[src/rtl/counter_pkg.sv]
// Shared definitions for the counter blocks: sequencer state encoding and default sizes.
package counter_pkg;

  localparam int DEF_MOD = 5;
  localparam int DEF_CW  = 3;
  localparam int DEF_NW  = 8;

  typedef enum logic [1:0] {
    ST_IDLE = 2'd0,
    ST_RUN  = 2'd1,
    ST_DONE = 2'd2
  } seq_state_t;

endpackage

[src/rtl/mod_m_counter.sv]
// Modulo-MOD up counter with synchronous clear and a terminal-count strobe.
module mod_m_counter
  import counter_pkg::*;
#(
  parameter int MOD = DEF_MOD,
  parameter int CW  = DEF_CW
) (
  input  logic          clk,
  input  logic          rst_n,
  input  logic          en,
  input  logic          clr,
  output logic [CW-1:0] qout,
  output logic          tc
);

  logic [CW-1:0] r_q;
  logic          w_last;

  assign w_last = (r_q == CW'(MOD - 1));
  assign tc     = en & w_last;
  assign qout   = r_q;

  // NOTE: sequential state uses non-blocking assignments so every flop samples pre-edge values.
  always_ff @(posedge clk or negedge rst_n) begin
    if (!rst_n) begin
      r_q <= '0;
    end else if (clr) begin
      r_q <= '0;
    end else if (en) begin
      r_q <= w_last ? '0 : r_q + 1'b1;
    end
  end

endmodule

[src/rtl/mod_cnt_sequencer.sv]
// Run controller around mod_m_counter: counts N full periods per start, then pulses done.
// Optional macro AUTO_RESTART_EN: restart automatically on the final wrap instead of finishing.
module mod_cnt_sequencer
  import counter_pkg::*;
#(
  parameter int MOD = DEF_MOD,
  parameter int CW  = DEF_CW,
  parameter int NW  = DEF_NW
) (
  input  logic          clk,
  input  logic          rst_n,
  input  logic          start,
  input  logic          pause,
  input  logic          abort,
  input  logic [NW-1:0] num_wraps,
  output logic [CW-1:0] qout,
  output logic          z,
  output logic [NW-1:0] wrap_cnt,
  output logic          busy,
  output logic          done
);

  seq_state_t    r_state, w_state_nxt;
  logic [NW-1:0] r_target, w_target_nxt;
  logic [NW-1:0] r_wrap_cnt, w_wrap_nxt;
  logic          r_done, w_done_nxt;

  logic          w_en;
  logic          w_clr;
  logic          w_tc;
  logic [NW-1:0] w_wrap_inc;

  assign w_en       = (r_state == ST_RUN) && !pause;
  // Abort and an accepted start both force the counter back to zero.
  assign w_clr      = abort || ((r_state == ST_IDLE) && start);
  assign w_wrap_inc = r_wrap_cnt + NW'(1);

  mod_m_counter #(
    .MOD (MOD),
    .CW  (CW)
  ) u_counter (
    .clk   (clk),
    .rst_n (rst_n),
    .en    (w_en),
    .clr   (w_clr),
    .qout  (qout),
    .tc    (w_tc)
  );

  assign z        = w_tc;
  assign busy     = (r_state == ST_RUN);
  assign done     = r_done;
  assign wrap_cnt = r_wrap_cnt;

  always_ff @(posedge clk or negedge rst_n) begin
    if (!rst_n) begin
      r_state    <= ST_IDLE;
      r_target   <= '0;
      r_wrap_cnt <= '0;
      r_done     <= 1'b0;
    end else begin
      r_state    <= w_state_nxt;
      r_target   <= w_target_nxt;
      r_wrap_cnt <= w_wrap_nxt;
      r_done     <= w_done_nxt;
    end
  end

  // NOTE: every output of this block gets a default first, so no path leaves a latch.
  always_comb begin
    w_state_nxt  = r_state;
    w_target_nxt = r_target;
    w_wrap_nxt   = r_wrap_cnt;
    w_done_nxt   = 1'b0;

    if (abort) begin
      w_state_nxt = ST_IDLE;
    end else begin
      unique case (r_state)
        ST_IDLE: begin
          if (start) begin
            w_target_nxt = num_wraps;
            w_wrap_nxt   = '0;
            if (num_wraps == '0) begin
              w_state_nxt = ST_DONE;
              w_done_nxt  = 1'b1;
            end else begin
              w_state_nxt = ST_RUN;
            end
          end
        end
        ST_RUN: begin
          if (w_tc) begin
            w_wrap_nxt = w_wrap_inc;
            if (w_wrap_inc == r_target) begin
              w_done_nxt = 1'b1;
`ifdef AUTO_RESTART_EN
              w_wrap_nxt = '0;
`else
              w_state_nxt = ST_DONE;
`endif
            end
          end
        end
        ST_DONE: w_state_nxt = ST_IDLE;
        default: w_state_nxt = ST_IDLE;
      endcase
    end
  end

endmodule

[config.mk]
export PLATFORM = sky130hd
export DESIGN_NAME = mod_cnt_sequencer
export DESIGN_NICKNAME = d
export VERILOG_FILES = /design/src/rtl/counter_pkg.sv /design/src/rtl/mod_m_counter.sv /design/src/rtl/mod_cnt_sequencer.sv
export SDC_FILE = /design/constraint.sdc
export NUM_CORES = 1
export LEC_CHECK = 0
export BUFFER_PORTS_ARGS = -buffer_cell sky130_fd_sc_hd__buf_2
export CORE_ASPECT_RATIO = 0.8
export CORE_MARGIN = 1.5
export CORE_UTILIZATION = 48
export DETAILED_ROUTE_END_ITERATION = 7
export PLACE_DENSITY = 0.73
export RECOVER_POWER = 50
export SLEW_MARGIN = 20
export SYNTH_ARGS = -nofsm -noshare
export SYNTH_HDL_FRONTEND = slang
export SYNTH_SLANG_ARGS = --single-unit
[constraint.sdc]
create_clock -name clk -period 1.8 [get_ports clk]
set_clock_uncertainty 0.2 [all_clocks]
set_input_delay 0.27 -clock clk [delete_from_list [all_inputs] [get_ports clk]]
set_output_delay 0.27 -clock clk [all_outputs]
set_load 0.01 [all_outputs]
# --- Word level (Yosys, flattened, before mapping) ---
# Index checks and enable logic that the tools add are counted.
totals:
  out_inout_bits: 14
  romBits: 0
  mem_count: 0
  register_bits: 22
  in_bits: 13
  mem_bits_rw: 0
  latch_bits: 0
classes:
  reduce_logical: 11
  n_eq_ne: 8
  mul: 0
  mux: 18
  order_cmp: 0
  div: 0
  n_bitwise: 2
  shifts: 0
  n_addsub: 2
ops:
  columns: ["cell", "n"]
  rows:
  - ["2-to-1 mux 8 bit", 2]
  - ["one-hot mux 8 bit (2 select lines)", 1]
  - ["2-to-1 mux 2 bit", 5]
  - ["2-to-1 mux 3 bit", 3]
  - ["adder 8 x 1 -> 8 bit, second input constant", 1]
  - ["equality test 8 bit", 1]
  - ["logical NOT 8 bit", 1]
  - ["inequality test 3 bit, second input constant", 2]
  - ["AND reduction 3 bit", 2]
  - ["2-to-1 mux 1 bit", 5]
  - ["inequality test 2 bit, second input constant", 2]
  - ["one-hot mux 2 bit (2 select lines)", 1]
  - ["AND reduction 4 bit", 1]
  - ["nonzero test 2 bit", 2]
  - ["adder 3 x 1 -> 3 bit, second input constant", 1]
  - ["equality test 3 bit, second input constant", 1]
  - ["inequality test 3 x 2 -> 1 bit, second input constant", 1]
  - ["equality test 2 x 1 -> 1 bit, second input constant", 1]
  - ["logical AND 1 bit", 2]
  - ["logical NOT 2 bit", 1]
  - ["one-hot mux 1 bit (2 select lines)", 1]
  - ["bitwise AND 1 bit", 1]
  - ["logical NOT 1 bit", 1]
  - ["logical OR 1 bit", 1]
  - ["inverter 1 bit", 1]

# --- Logic depth before layout (Yosys ltp) ---
logic_depth:
  ltp_word: 6
  depth_mapped: 7

# --- Cells and area by module ---
# From an unflattened synthesis, not the netlist that was laid out.
hier_totals:
  cells_unflattened: 123
  area_unflattened_um2: 1255.0
modules_own_cells:
  columns: ["module", "instances", "cells_each", "area_each_um2", "seq_area_each_um2"]
  rows:
  - ["mod_cnt_sequencer", 1, 106, 1081.0, 475.5]
  - ["mod_m_counter", 1, 17, 173.9, 75.1]

# --- Worst setup path after synthesis ---
# OpenSTA, ideal clock, no wires.
synth_path:
  kind: "reg2reg"
  startpoint: "reg r_wrap_cnt[0] (netlist: wrap_cnt[0])"
  endpoint: "reg r_state[0]"
  arrival_time_ps: 1749
  path_slack_ps: -270
  setup_time_ps: 121
  path_stages_with_launch: 7
  period_less_slack_ps: 2070
  path_cell_list: "dfrtp_1 -> ha_1 -> nor2b_1 -> or4b_1 -> nand3_1 -> nand4_1 -> a22o_1"
synth_between:
  elab_chain_len: 4
synth_rtl:
  columns: ["item", "line_no", "source"]
  rows:
  - ["from (decl)", "mod_cnt_sequencer.sv:25", "logic [NW-1:0] r_wrap_cnt, w_wrap_nxt;"]
  - ["from (signal assigned)", "mod_cnt_sequencer.sv:64", "r_wrap_cnt <= w_wrap_nxt;"]
  - ["adder 8 x 1 -> 8 bit", "mod_cnt_sequencer.sv:36", "assign w_wrap_inc = r_wrap_cnt + NW'(1);"]
  - ["equality test 8 bit", "mod_cnt_sequencer.sv:95", "if (w_wrap_inc == r_target) begin"]
  - ["inequality test 3 x 2 -> 1 bit (no line)", null, null]
  - ["AND reduction 3 bit (no line)", null, null]
  - ["to (signal assigned)", "mod_cnt_sequencer.sv:62", "r_state <= w_state_nxt;"]
  - ["to (decl)", "mod_cnt_sequencer.sv:23", "seq_state_t r_state, w_state_nxt;"]
# No other way between the ends.
# A chain may end at the register's enable or synchronous reset.

# --- Worst setup path after layout ---
layout_path:
  startpoint: "reg r_wrap_cnt[0] (netlist: wrap_cnt[0])"
  endpoint: "reg r_done (netlist: done)"
layout_between:
  elab_chain_len: 6
layout_rtl:
  columns: ["item", "line_no", "source"]
  rows:
  - ["adder 8 x 1 -> 8 bit", "mod_cnt_sequencer.sv:36", null]
  - ["equality test 8 bit", "mod_cnt_sequencer.sv:95", null]
  - ["2-to-1 mux 1 bit", "mod_cnt_sequencer.sv:95", null]
  - ["2-to-1 mux 1 bit", "mod_cnt_sequencer.sv:93", "if (w_tc) begin"]
  - ["one-hot mux 1 bit (2 select lines)", "mod_cnt_sequencer.sv:79", "unique case (r_state)"]
  - ["2-to-1 mux 1 bit", "mod_cnt_sequencer.sv:76", "if (abort) begin"]
  - ["named net w_done_nxt", "mod_cnt_sequencer.sv:26", "logic r_done, w_done_nxt;"]
  - ["to (signal assigned)", "mod_cnt_sequencer.sv:65", "r_done <= w_done_nxt;"]
  - ["to (decl)", "mod_cnt_sequencer.sv:26", null]
# The timed path passes the listed nets, and every way through them passes these cells.

==> metrics <==
count of cell types in the netlist=41; asr flop ratio synth=1.00; chip width=around 62 um; n_diodes=0; Hold Path Sink=u_counter.qout[2]; largest net degree at the start of global routing=23; I/O pins=27; Data required, critical path=1.84 ns; total power=1.37 mW; clk sinks=22; Reg-to-Reg Start=wrap_cnt[0]; first-pass GRT wire length=5550 um; Slew Viols, Final=0; final hold violations=0; Worst-path clk slew=between 0.1 and 0.15 ns; Syn Nets=145; Synth area leaders=dfrtp_1 (42%), mux2_1 (5.1%), nor2_1 (3.4%), xnor2_1 (3.3%), ha_1 (2.9%); PnR worst setup slack=-0.136 ns; Wirelength per Cell=14.6 um; die area=3060 um2; EDFF count, synth=0; Clock Path Buffers=2; gpl congestion=0.816; GRT Total Usage=0.245; DRT Pass-1 Iters=4; final worst path period need=1.94 ns; ys flop type=dfrtp_1; Cell Pwr Density=~730 nW/um2; worst rel slew slack=0.642; drt via density=between 5 and 6; drt drc=0; PortBufs=26; worst setup path category=flop to flop; CTS root buf=clkbuf_4; vias in the first global route=1225; CTS Buf Count=3; layout cells sized above 1=0.413; final setup fails=5; Core Util, Final=0.742; period utilization=1.08; Fillers=approximately 190; initial DRC count=40; CTS tree=yes; WL final=about 3300 um; Initial Utilization=0.521; Synth Register Bits=22; Synth Warn #=0; slack of the worst reg-to-reg path=-0.14 ns; CTS H-tree lvls=1; synthesized area per cell=10.2 um2; cell area after synthesis=1320 um2; crit end category=flop; Synth area leader=dfrtp_1; Tightest Pin Transition=about 0.54 ns; ANT nets after route=0; worst r2r dst=done; Mapped Cells=roughly 130; HP Start=start; VDD IR max=about 0.00044 V; area delta synth->final=42.2%; Nets=206; Hold Crit Class=input pin to flop; crit start category=flop; Leakage=between 0.8 and 0.9 nW; Critical Path AT=approximately 2 ns; failing checks=negative setup slack; RSZ-0062 raised after global routing=true; fmax=around 520 MHz; grt ovf=0; Core Area=2520 um2; CP Max Fanout=5; row cnt=16; status=finished, violations left; register area share after synthesis=0.419; via count=1215; hold path cells=3; Max-Cap Viols=0; worst skew pair latency=0.32 ns; hpwl dp=2320 um; initial antenna violation count=0; top cell type's share of synthesized area=0.419; Die Span Y=49.8 um; Worst R2R Path Depth=6
-- what timing repair did --
action                     CTS  global route
hold endpoints to repair    32             0
buffers inserted             3             3
gates resized for setup      4             6
setup endpoints to repair   10            19
hold buffers                10             0
gates cloned                 0             0
pin swaps                    4             2
-- placed cells by master (no fill, tap or decap), types with 2 or more instances in the layout --
cell,count
a31oi_1,2
dfrtp_1,19
nor2_1,11
buf_6,5
or3_1,2
nand2_1,8
clkbuf_4,3
a21oi_1,5
xor2_1,4
dlygate4sd3_1,10
nand4_1,3
o21ai_1,6
inv_1,3
nand3_1,5
mux2_1,6
o21ai_0,5
buf_2,23
mux2_2,2
dfrtp_2,3
and3_1,2
xnor2_1,5
buf_4,24
o31ai_1,2
o31ai_2,3
nor4_1,2
-- critical path, cell delays in order (launching register included) --
cell     delay, ns
dfrtp_2       0.45
ha_4          0.18
nor2b_4       0.12
or4b_1        0.46
nand3_1       0.08
nand4_1       0.13
o31ai_1       0.22
-- cell usage after synthesis (2+ instances only) --
cell type and number:
o31ai_1 2, o31ai_2 3, xor2_1 4, inv_1 4, nor4_1 2, o21ai_0 5, nand2b_1 2, a31oi_1 2
or3_1 2, mux2_2 2, clkbuf_1 2, buf_2 3, ha_1 3, nand2_1 8, nand4_1 3, o21ai_1 7
mux2_1 6, xnor2_1 5, nor2_1 12, dfrtp_1 22, nand3_1 5, a21oi_1 5, and3_1 2
-- report_power, final --
group          switching [mW]  internal (mW)  total (mW)  leakage (nW)
clock network           0.163          0.225       0.388        0.0279
logic                   0.171          0.206       0.377         0.579
registers              0.0551          0.552       0.607         0.282
total                   0.389          0.983        1.37         0.890
-- metrics by stage --
stage	instances	TNS, ns	hold WS, ns	instance area (um2)	setup slack [ns]
floorplan	129	-0.604	-0.226	1350	-0.121
global placement	205	-0.221	0.0508	1630	-0.0869
detailed placement	205	-0.392	0.0595	1630	-0.127
CTS	222	-0.529	0.0838	1820	-0.122
global route	225	-1.44	0.104	1870	-0.219
finish	225	-0.517	0.102	1870	-0.136
-- registers in the layout, summed over array words and instances (netlist names) --
register	count
done	1
wrap_cnt	8
u_counter.qout	3
r_state	2
r_target	8
-- worst max-delay path by stage --
stage	start	to	slack, ns
final	wrap_cnt[0]	done	-0.14
after global routing	wrap_cnt[0]	r_state[0]	-0.22
after CTS	wrap_cnt[0]	done	-0.12
after detailed placement	wrap_cnt[1]	r_state[0]	-0.13
after floorplan	wrap_cnt[0]	r_state[0]	-0.12
after global placement	wrap_cnt[1]	r_state[0]	-0.09
-- per-layer routing --
| layer | global-route usage | part of all wire | vias to the layer above |
|---|---|---|---|
| met3 | 0.0604 | 0.041 | 6 |
| li1 | - | - | 592 |
| met4 | 0.0745 | 0.017 | 0 |
| met2 | 0.391 | 0.50 | 35 |
| met5 | 0 | 0 | - |
| met1 | 0.323 | 0.44 | 582 |
-- cell families (layout without fill, tap and decap cells) --
family / Yosys count / count (layout) / share of synthesized area
AO/OA/AOI/OAI: 30 / 30 / 0.178
XOR/XNOR: 9 / 9 / 0.0599
adder cells (fa/ha/maj): 3 / 3 / 0.0285
buffers and inverters: 11 / 71 / 0.0428
flip-flops: 22 / 22 / 0.419
multiplexers: 8 / 8 / 0.0685
AND/OR/NAND/NOR: 46 / 46 / 0.204
-- area by class of cell --
type / count / area [um2] / share of cell area
timing repair buffer: 63 / 457 / 0.244
clock inverter: 1 / 30.0 / 0.0161
tap: 36 / 45.0 / 0.0241
sequential: 22 / 554 / 0.296
inverter: 4 / 15.0 / 0.00803
multi-input combinational: 96 / 747 / 0.399
clock buffer: 3 / 22.5 / 0.0120
Note: power is estimated with default switching activity, not from simulation.
